[config.mk]
export PLATFORM = sky130hd
export DESIGN_NAME = pipelined_cla_adder
export DESIGN_NICKNAME = d
export VERILOG_FILES = /design/src/rtl/cla_pkg.sv /design/src/rtl/cla_block.sv /design/src/rtl/pipelined_cla_adder.sv
export SDC_FILE = /design/constraint.sdc
export NUM_CORES = 1
export LEC_CHECK = 0
export CAP_MARGIN = 20
export CORE_ASPECT_RATIO = 0.5
export CORE_MARGIN = 5
export CORE_UTILIZATION = 37
export CTS_CLUSTER_DIAMETER = 150
export CTS_CLUSTER_SIZE = 16
export DETAILED_ROUTE_END_ITERATION = 7
export HOLD_SLACK_MARGIN = 0.1
export PLACE_DENSITY = 0.7
export SYNTH_ARGS = -nofsm -noshare
export SYNTH_HDL_FRONTEND = slang
export SYNTH_SLANG_ARGS = --single-unit
[constraint.sdc]
create_clock -name clock -period 6.1 [get_ports clock]
set_clock_uncertainty 0.2 [all_clocks]
set_input_delay 1.22 -clock clock [delete_from_list [all_inputs] [get_ports clock]]
set_output_delay 1.22 -clock clock [all_outputs]
set_load 0.005 [all_outputs]
[src/rtl/cla_pkg.sv]
// Shared constants, flag bundle and overflow helper for the pipelined CLA adder.
// Saturation bounds are only consumed when CLA_PIPE_SAT_EN is defined.
package cla_pkg;

  localparam int DEF_WIDTH  = 32;
  localparam int DEF_BLOCK  = 8;
  localparam int DEF_STAGES = 2;

  // Saturation bounds are sliced from this all-ones magnitude to the configured width.
  localparam int SAT_MAX_WIDTH = 256;
  localparam logic [SAT_MAX_WIDTH-1:0] SAT_MAG_ONES = '1;

  typedef struct packed {
    logic c_out;
    logic ovf;
    logic zero;
  } cla_flags_t;

  function automatic logic signed_ovf(input logic a_msb, input logic b_msb, input logic s_msb);
    return (a_msb == b_msb) && (s_msb != a_msb);
  endfunction

endpackage

[src/rtl/cla_block.sv]
// BLOCK-bit carry-lookahead slice: local sum plus group generate/propagate.
module cla_block
  import cla_pkg::*;
#(
  parameter int BLOCK = DEF_BLOCK
) (
  input  logic [BLOCK-1:0] a,
  input  logic [BLOCK-1:0] b,
  input  logic             cin,
  output logic [BLOCK-1:0] sum,
  output logic             G,
  output logic             P
);

  logic [BLOCK-1:0] gen_s;
  logic [BLOCK-1:0] prop_s;
  logic             carry_s;

  assign gen_s  = a & b;
  assign prop_s = a ^ b;
  assign P      = &prop_s;

  // Group generate kept apart from the sum so it never depends on cin.
  always_comb begin
    G = 1'b0;
    for (int i = 0; i < BLOCK; i++) begin
      G = gen_s[i] | (prop_s[i] & G);
    end
  end

  // Local sum bits from the incoming block carry.
  always_comb begin
    carry_s = cin;
    sum     = '0;
    for (int i = 0; i < BLOCK; i++) begin
      sum[i]  = prop_s[i] ^ carry_s;
      carry_s = gen_s[i] | (prop_s[i] & carry_s);
    end
  end

endmodule

[src/rtl/pipelined_cla_adder.sv]
// Pipelined carry-lookahead adder/subtractor with valid/ready flow control.
// Define CLA_PIPE_SAT_EN to saturate the sum on signed overflow.
module pipelined_cla_adder
  import cla_pkg::*;
#(
  parameter int WIDTH  = DEF_WIDTH,
  parameter int BLOCK  = DEF_BLOCK,
  parameter int STAGES = DEF_STAGES
) (
  input  logic             clock,
  input  logic             reset,
  input  logic             in_valid,
  output logic             in_ready,
  input  logic [WIDTH-1:0] dataA,
  input  logic [WIDTH-1:0] dataB,
  input  logic             c_in,
  input  logic             sub,
  output logic             out_valid,
  input  logic             out_ready,
  output logic [WIDTH-1:0] sum,
  output logic             c_out,
  output logic             ovf,
  output logic             zero
);

  localparam int NB   = WIDTH / BLOCK;
  localparam int BPS  = NB / STAGES;
  localparam int PR   = (STAGES > 1) ? STAGES - 1 : 1;
  localparam int LAST = STAGES - 1;

`ifdef CLA_PIPE_SAT_EN
  localparam logic [WIDTH-1:0] SAT_POS = {1'b0, SAT_MAG_ONES[WIDTH-2:0]};
  localparam logic [WIDTH-1:0] SAT_NEG = {1'b1, ~SAT_MAG_ONES[WIDTH-2:0]};
`endif

  logic             advance_s;
  logic [WIDTH-1:0] st_a [STAGES];
  logic [WIDTH-1:0] st_b [STAGES];
  logic [WIDTH-1:0] st_s [STAGES];
  logic             st_c [STAGES];
  logic             st_v [STAGES];
  logic [WIDTH-1:0] so_s [STAGES];
  logic             so_c [STAGES];

  logic [BLOCK-1:0] blk_sum [NB];
  logic             blk_g   [NB];
  logic             blk_p   [NB];
  logic             blk_cin [NB];
  logic             chain_c_s;

  logic [WIDTH-1:0] pa_q [PR];
  logic [WIDTH-1:0] pa_d [PR];
  logic [WIDTH-1:0] pb_q [PR];
  logic [WIDTH-1:0] pb_d [PR];
  logic [WIDTH-1:0] ps_q [PR];
  logic [WIDTH-1:0] ps_d [PR];
  logic             pc_q [PR];
  logic             pc_d [PR];
  logic             pv_q [PR];
  logic             pv_d [PR];

  logic [WIDTH-1:0] raw_s;
  logic [WIDTH-1:0] res_s;
  logic             ovf_s;
  logic [WIDTH-1:0] sum_q, sum_d;
  cla_flags_t       flags_q, flags_d;
  logic             out_valid_q, out_valid_d;

  assign advance_s = ~out_valid_q | out_ready;
  assign in_ready  = advance_s;

  // Subtraction is A + ~B + 1.
  assign st_a[0] = dataA;
  assign st_b[0] = sub ? ~dataB : dataB;
  assign st_s[0] = '0;
  assign st_c[0] = sub ? 1'b1 : c_in;
  assign st_v[0] = in_valid;

  genvar gs, gk;
  for (gs = 1; gs < STAGES; gs++) begin : g_link
    assign st_a[gs] = pa_q[gs-1];
    assign st_b[gs] = pb_q[gs-1];
    assign st_s[gs] = ps_q[gs-1];
    assign st_c[gs] = pc_q[gs-1];
    assign st_v[gs] = pv_q[gs-1];
  end

  for (gs = 0; gs < STAGES; gs++) begin : g_stage
    for (gk = 0; gk < BPS; gk++) begin : g_blk
      localparam int J = gs * BPS + gk;
      cla_block #(.BLOCK(BLOCK)) u_blk (
        .a   (st_a[gs][J*BLOCK +: BLOCK]),
        .b   (st_b[gs][J*BLOCK +: BLOCK]),
        .cin (blk_cin[J]),
        .sum (blk_sum[J]),
        .G   (blk_g[J]),
        .P   (blk_p[J])
      );
    end
  end

  // Inter-block carry chain, restarting from each stage's registered carry.
  always_comb begin
    chain_c_s = 1'b0;
    for (int i = 0; i < STAGES; i++) begin
      chain_c_s = st_c[i];
      for (int j = 0; j < BPS; j++) begin
        blk_cin[i*BPS + j] = chain_c_s;
        chain_c_s          = blk_g[i*BPS + j] | (blk_p[i*BPS + j] & chain_c_s);
      end
      so_c[i] = chain_c_s;
    end
  end

  // Each stage overlays its block sums onto the partial sum it received.
  always_comb begin
    for (int i = 0; i < STAGES; i++) begin
      so_s[i] = st_s[i];
      for (int j = 0; j < BPS; j++) begin
        so_s[i][(i*BPS + j)*BLOCK +: BLOCK] = blk_sum[i*BPS + j];
      end
    end
  end

  // Inter-stage registers advance together, bubbles included.
  always_comb begin
    for (int i = 0; i < PR; i++) begin
      pa_d[i] = pa_q[i];
      pb_d[i] = pb_q[i];
      ps_d[i] = ps_q[i];
      pc_d[i] = pc_q[i];
      pv_d[i] = pv_q[i];
    end
    for (int i = 0; i < STAGES - 1; i++) begin
      if (advance_s) begin
        pa_d[i] = st_a[i];
        pb_d[i] = st_b[i];
        ps_d[i] = so_s[i];
        pc_d[i] = so_c[i];
        pv_d[i] = st_v[i];
      end else begin
        pa_d[i] = pa_q[i];
        pb_d[i] = pb_q[i];
        ps_d[i] = ps_q[i];
        pc_d[i] = pc_q[i];
        pv_d[i] = pv_q[i];
      end
    end
  end

  // Final stage: overflow, optional saturation, zero flag on the delivered sum.
  always_comb begin
    raw_s = so_s[LAST];
    ovf_s = signed_ovf(st_a[LAST][WIDTH-1], st_b[LAST][WIDTH-1], raw_s[WIDTH-1]);
`ifdef CLA_PIPE_SAT_EN
    if (ovf_s) begin
      res_s = st_a[LAST][WIDTH-1] ? SAT_NEG : SAT_POS;
    end else begin
      res_s = raw_s;
    end
`else
    res_s = raw_s;
`endif
    if (advance_s) begin
      out_valid_d   = st_v[LAST];
      sum_d         = res_s;
      flags_d.c_out = so_c[LAST];
      flags_d.ovf   = ovf_s;
      flags_d.zero  = (res_s == '0);
    end else begin
      out_valid_d = out_valid_q;
      sum_d       = sum_q;
      flags_d     = flags_q;
    end
  end

  // State update; reset discards everything in flight.
  always_ff @(posedge clock or posedge reset) begin
    if (reset) begin
      for (int i = 0; i < PR; i++) begin
        pa_q[i] <= '0;
        pb_q[i] <= '0;
        ps_q[i] <= '0;
        pc_q[i] <= 1'b0;
        pv_q[i] <= 1'b0;
      end
      sum_q       <= '0;
      flags_q     <= '0;
      out_valid_q <= 1'b0;
    end else begin
      for (int i = 0; i < PR; i++) begin
        pa_q[i] <= pa_d[i];
        pb_q[i] <= pb_d[i];
        ps_q[i] <= ps_d[i];
        pc_q[i] <= pc_d[i];
        pv_q[i] <= pv_d[i];
      end
      sum_q       <= sum_d;
      flags_q     <= flags_d;
      out_valid_q <= out_valid_d;
    end
  end

  assign out_valid = out_valid_q;
  assign sum       = sum_q;
  assign c_out     = flags_q.c_out;
  assign ovf       = flags_q.ovf;
  assign zero      = flags_q.zero;

endmodule

==> impl_metrics.json, run 1 <==
{
  "max_stage_delay_ns": 0.45,
  "dieArea_um2": 16000,
  "ant_nets": 0,
  "grt_pass1_wl_um": 19340,
  "clk_latency_ns": 0.33,
  "synth_area_um2": 4972,
  "hold_class": "register to register",
  "worstHoldStart": "pv_q",
  "yosys-top-cells-area": "dfrtp_1, nand2_1, fa_1",
  "drc": 0,
  "drive_gt1_frac": 0.05238,
  "r2r-start": "pb_q[19]",
  "die_w_um": 173.9,
  "cp_cell_sequence": "clkdlybuf4s50_1, xor2_1, ha_1, nand4_1, o311a_1, fa_1, fa_1, fa_1, fa_1, fa_1, fa_1, fa_1, xor2_1, a21oi_1",
  "io_pins": 107,
  "gp_congestion": 0.7899,
  "reg2reg_depth": 15,
  "grt_overflow": 0,
  "arrival_ns": 5.83,
  "grt_start_max_net_pins": 93,
  "hold_violations": 0,
  "die_y_um": 91.97,
  "slew_headroom": 0.4236,
  "synth-edff-count": 0,
  "path_depth": 14,
  "vdd_drop_max_v": 0.0001317,
  "rr_endpoint": "zero",
  "fin_nets": 756,
  "yosysTopAreaCellShare": 0.4328,
  "final_max_slew_viol_count": 0,
  "crit_top_cell": "fa_1",
  "post_cts_resize_count": 0,
  "dp_slack_ns": -0.1695,
  "cts_buffers": 9,
  "startpoint": "dataB[7]",
  "setup_viol": 0,
  "crit_buf_inv": 1,
  "wl_per_cell_um": 14.53,
  "core-area_um2": 12920,
  "async_reset_ff_frac": 1.000,
  "drv_cap": 0,
  "drt_iter0_drc": 161,
  "synth_seq_cells": 86,
  "routed_wl_um": 11620,
  "avgSynthCellArea_um2": 9.580,
  "viasPerCell": 4.679,
  "hold_depth": 1,
  "cts_setup_buffers": 0,
  "fill_cells": 1237,
  "hold_ws_ns": 0.2537,
  "antenna_cells": 0,
  "critPathRequiredTime_ns": 6.07,
  "synth_top_flop_cell": "dfrtp_1",
  "hold_path_end": "out_valid",
  "rsz0062_at_grt": "no",
  "floorplan.initialDensity": 0.3849,
  "io_buffers": 106,
  "post-synth-top-area-cell": "dfrtp_1",
  "syn_to_final_growth_pct": 31.20,
  "end_kind": "register",
  "antenna_found_initial": 0,
  "period_share": 0.9611,
  "clk_path_buf_depth": 2,
  "layout_setup_ws_ns": 0.2370,
  "seq_area_frac_synth": 0.4328,
  "cts_hold_buf": 0,
  "clk_pin_slew_ns": 0.06,
  "cp_top_family": "adder cells",
  "first_global_vias": 3886,
  "crit_type": "input port to register",
  "cts_root_buffer": "clkbuf_16",
  "htreeDepth": 3,
  "dp_hpwl_um": 9115,
  "max_freq_mhz": 170.6,
  "status": "completed",
  "final.setup.tns_ns": 0,
  "cp_max_fo": 3,
  "slowest_stage": "fa_1",
  "rrSetupSlack_ns": 0.81,
  "p_leak_nw": 3.028,
  "grt_usage": 0.1493,
  "syn-instance-count": 519,
  "startpoint_type": "input port",
  "cts.sinks": 86,
  "syn_nets": 649,
  "yosysUniqueCellTypes": 34,
  "dpl-instance-area_um2": 6192,
  "design_area_um2": 6524,
  "fin_crit_ns": 5.863,
  "dr.pass1.iters": 4,
  "cts_tree": "yes",
  "worst_pin_slew_ns": 0.8645,
  "num_rows": 29,
  "finalPower_mw": 2.189,
  "power_density_nw_per_um2": 335.5,
  "ys_warn_count": 0,
  "vias": 3743
}
## stage by stage
stage,util,std cells
after floorplan,-,519
after global placement,0.4794,784
after detailed placement,0.4794,784
after CTS,0.5029,799
after global routing,0.5050,800
final,0.5050,800
## cell usage after synthesis, types with 3 or more instances
library cell	instances
nand3b_1	3
xor2_1	19
xnor2_1	18
buf_6	4
a21oi_1	27
fa_1	28
a211oi_1	4
nor3_1	3
nand2_1	159
nor4_1	8
nand4_1	8
inv_1	33
dfrtp_1	86
nor2_1	26
ha_1	32
o21ai_0	23
buf_2	10
buf_4	5
clkbuf_1	4
## cells in the final DEF (no fill, tap or decap), drive strengths merged
| cell type | n |
|---|---|
| a2111oi | 1 |
| a211oi | 4 |
| a21o | 1 |
| a21oi | 27 |
| buf | 14 |
| bufinv | 2 |
| clkbuf | 10 |
| clkdlybuf4s50 | 105 |
| clkinv | 4 |
| dfrtp | 86 |
| fa | 28 |
| ha | 32 |
| inv | 33 |
| nand2 | 159 |
| nand2b | 2 |
| nand3b | 3 |
| nand4 | 8 |
| nor2 | 26 |
| nor2b | 1 |
| nor3 | 3 |
| nor4 | 10 |
| o211ai | 2 |
| o21ai | 25 |
| o22ai | 2 |
| o311a | 1 |
| o311ai | 1 |
| o31a | 1 |
| o31ai | 1 |
| or3 | 1 |
| xnor2 | 18 |
| xor2 | 19 |
## cells by family (layout without fill, tap and decap cells)
kind of cell | Yosys count | in the layout | synth area share
simple gates | 213 | 213 | 0.1792
flops | 86 | 86 | 0.4328
compound gates | 66 | 66 | 0.07423
fa+ha+maj | 60 | 60 | 0.1933
buf+inv | 57 | 168 | 0.05536
xor+xnor | 37 | 37 | 0.06517
## sequential cells by signal (all words and copies together) (netlist names)
signal	count
pv_q	1
ps_q	16
pb_q	16
out_valid	1
pa_q	16
c_out	1
zero	1
pc_q	1
sum	32
ovf	1
## worst max-delay path by stage
stage	slack (ns)	endpoint
2_1_floorplan	0.14	ps_q[15]
5_1_grt	0.01	ps_q[15]
4_1_cts	0.18	ps_q[15]
3_5_place_dp	-0.17	ps_q[15]
6_report	0.24	ps_q[15]
3_3_place_gp	-0.11	ps_q[15]
## per-layer routing
metal	wire [um]	track usage	up-vias
met5	0	0	-
met4	76	0.03423	0
met3	351	0.03040	5
met2	5686	0.2504	65
met1	5508	0.2018	1784
li1	-	-	1889
## cell type report
cell class / count / area, um2 / share of cell area
repair buffers: 119 / 1174 / 0.1799
multi-input cells: 376 / 2552 / 0.3913
flip-flops and latches: 86 / 2152 / 0.3299
inverters: 34 / 128.9 / 0.01975
clock buffers: 10 / 229.0 / 0.03510
clock inverters: 5 / 75.07 / 0.01151
well taps: 170 / 212.7 / 0.03260
## where the power goes
part,leakage [nW],internal [mW],switching (mW)
combinational,1.86,0.412,0.355
sequential,1.02,0.732,0.123
clock,0.152,0.354,0.212
total,3.03,1.50,0.690
No activity file was read; power rests on OpenSTA's default activity.
==> inputs of run 2 (changes only) <==
==> constraint.sdc (replaced) <==
create_clock -name clock -period 6.6 [get_ports clock]
set_clock_uncertainty 0.2 [all_clocks]
set_input_delay 1.32 -clock clock [delete_from_list [all_inputs] [get_ports clock]]
set_output_delay 1.32 -clock clock [all_outputs]
set_load 0.005 [all_outputs]
==> run 2 against run 1 <==
Compared with the run above: die area stayed put; sequential share of layout area increased by 0.59 points; largest power group unchanged; final cell count is 0.88% lower; combinational power is 9.5% lower; global-route usage fell by 0.25 points; critical endpoint unchanged; wire length down 1.4%.
==> impl_metrics.json, run 2 (same netlist as run 1, synthesis figures left out) <==
{
  "cts_buffers": 9,
  "cp_max_fo": 4,
  "period_share": 0.9095,
  "antenna_cells": 0,
  "startpoint": "dataB[7]",
  "fin_crit_ns": 6.003,
  "layout_common_cells": "nand2_1, clkdlybuf4s50_1, dfrtp_1",
  "dp.cells": 777,
  "final_max_slew_viol_count": 0,
  "drive_gt1_frac": 0.03852,
  "end_kind": "register",
  "crit_top_cell": "fa_1",
  "drv_cap": 0,
  "post_cts_resize_count": 0,
  "antenna_found_initial": 0,
  "slowest_stage": "fa_1",
  "power_density_nw_per_um2": 303.9,
  "vias": 3673,
  "r2r-start": "pb_q[19]",
  "clk_pin_slew_ns": 0.06,
  "die_w_um": 173.9,
  "floorplan.initialDensity": 0.3849,
  "routed_wl_um": 11460,
  "first_global_vias": 3820,
  "wl_per_cell_um": 14.45,
  "cts_root_buffer": "clkbuf_16",
  "largest_reg_flops": 32,
  "drc": 0,
  "worstHoldStart": "sum[1]",
  "grt_overflow": 0,
  "dieArea_um2": 16000,
  "clk_latency_ns": 0.33,
  "rsz0062_at_grt": "no",
  "max_stage_delay_ns": 0.45,
  "final.setup.tns_ns": 0,
  "crit_type": "input port to register",
  "drt_iter0_drc": 242,
  "max_freq_mhz": 166.6,
  "die_y_um": 91.97,
  "clk_path_buf_depth": 2,
  "core-area_um2": 12920,
  "slew_headroom": 0.4296,
  "hold_class": "register to register",
  "htreeDepth": 3,
  "gp_congestion": 0.7892,
  "cp_cell_sequence": "clkdlybuf4s50_1, xor2_1, ha_1, nand4_1, o311a_1, fa_1, fa_1, fa_1, fa_1, fa_1, fa_1, fa_1, xor2_1, a21oi_1",
  "cts_tree": "yes",
  "hold_violations": 0,
  "ant_nets": 0,
  "grt_usage": 0.1468,
  "num_rows": 29,
  "grt_pass1_wl_um": 19110,
  "cts.sinks": 86,
  "dp_hpwl_um": 8936,
  "dr.pass1.iters": 6,
  "vdd_drop_max_v": 0.0001223,
  "cts_hold_buf": 0,
  "cts_setup_buffers": 0,
  "fin_nets": 748,
  "worst_pin_slew_ns": 0.8556,
  "p_leak_nw": 2.956,
  "layout_commonest_cell": "nand2_1",
  "status": "completed",
  "io_buffers": 106,
  "viasPerCell": 4.632,
  "critPathRequiredTime_ns": 6.58,
  "fin_cells": 793,
  "setup_viol": 0,
  "syn_to_final_growth_pct": 28.91,
  "startpoint_type": "input port",
  "io_pins": 107,
  "arrival_ns": 5.98,
  "grt_start_max_net_pins": 93
}
[run 2: cell types whose count changed in the layout (fill, tap and decap cells not counted)]
cell        previous run  this run
o21ai_1                3         2
buf_16                 1         0
clkbuf_8               0         1
bufinv_16              2         0
clkinvlp_4             0         2
clkinv_2               4         2
o21ai_0               22        23
clkbuf_1               1         3
buf_4                 12         5
[run 2: worst paths after layout]
| kind | endpoint | slack, ns | depth (start not counted) |
|---|---|---|---|
| setup reg to reg | zero | 1.30 | 15 |
| min in group asynchronous | pa_q[19] | 1.15 | 2 |
| max in group asynchronous | sum[6] | 3.98 | 3 |
| hold reg to reg | sum[1] | 0.27 | 2 |
| hold / removal | sum[1] | 0.27 | 2 |
| setup / recovery | ps_q[15] | 0.60 | 14 |
[run 2: critical path, delay by kind of cell]
kind / cells / cell delay (ns)
adders and majority gates: 8 / 3.37
AOI/OAI and AO/OA: 2 / 0.46
buffers and inverters: 1 / 0.41
xor gates and xnor gates: 2 / 0.28
and+or+nand+nor: 1 / 0.15
[run 2: metrics by stage]
step             util  power, mW  setup WS, ns  cell area [um2]  hold slack, ns
6_report       0.4962      1.948        0.5973             6410          0.2669
3_3_place_gp   0.4753      1.488        0.2886             6140          0.2434
3_5_place_dp   0.4753      1.509        0.2352             6140          0.2592
2_1_floorplan       -      1.153        0.5443             4972          0.2300
4_1_cts        0.4962      1.981        0.5860             6410          0.2733
5_1_grt        0.4962      2.100        0.3809             6410          0.2902
[run 2: layout make-up]
| cell class | instances | area, um2 |
|---|---|---|
| flip-flops and latches | 86 | 2152 |
| fillers | 1253 | 6507 |
| inverters | 34 | 128.9 |
| multi-input cells | 376 | 2552 |
| clock buffers | 13 | 250.2 |
| repair buffers | 111 | 1094 |
| well taps | 170 | 212.7 |
| clock inverters | 3 | 20.02 |
[run 2: per-layer routing]
metal	global-route usage	wire, um	vias up
met4	0.03687	112	0
met3	0.02835	344	9
met5	0	0	-
met1	0.2006	5559	1733
li1	-	-	1871
met2	0.2433	5439	60
[run 2: report_power, final]
group / internal [mW] / leakage (nW) / switching, mW / total, mW
combinational: 0.372 / 1.81 / 0.322 / 0.694
sequential: 0.677 / 1.02 / 0.113 / 0.790
clock: 0.265 / 0.126 / 0.199 / 0.464
==> inputs of run 3 (changes only) <==
--- a/config.mk
+++ b/config.mk
@@ -14,6 +14,7 @@
 export DETAILED_ROUTE_END_ITERATION = 7
 export HOLD_SLACK_MARGIN = 0.1
 export PLACE_DENSITY = 0.7
+export SKIP_LAST_GASP = 1
 export SYNTH_ARGS = -nofsm -noshare
 export SYNTH_HDL_FRONTEND = slang
 export SYNTH_SLANG_ARGS = --single-unit
==> results of run 3 <==
Final layout, timing and power as in run 2 (identical DEF).
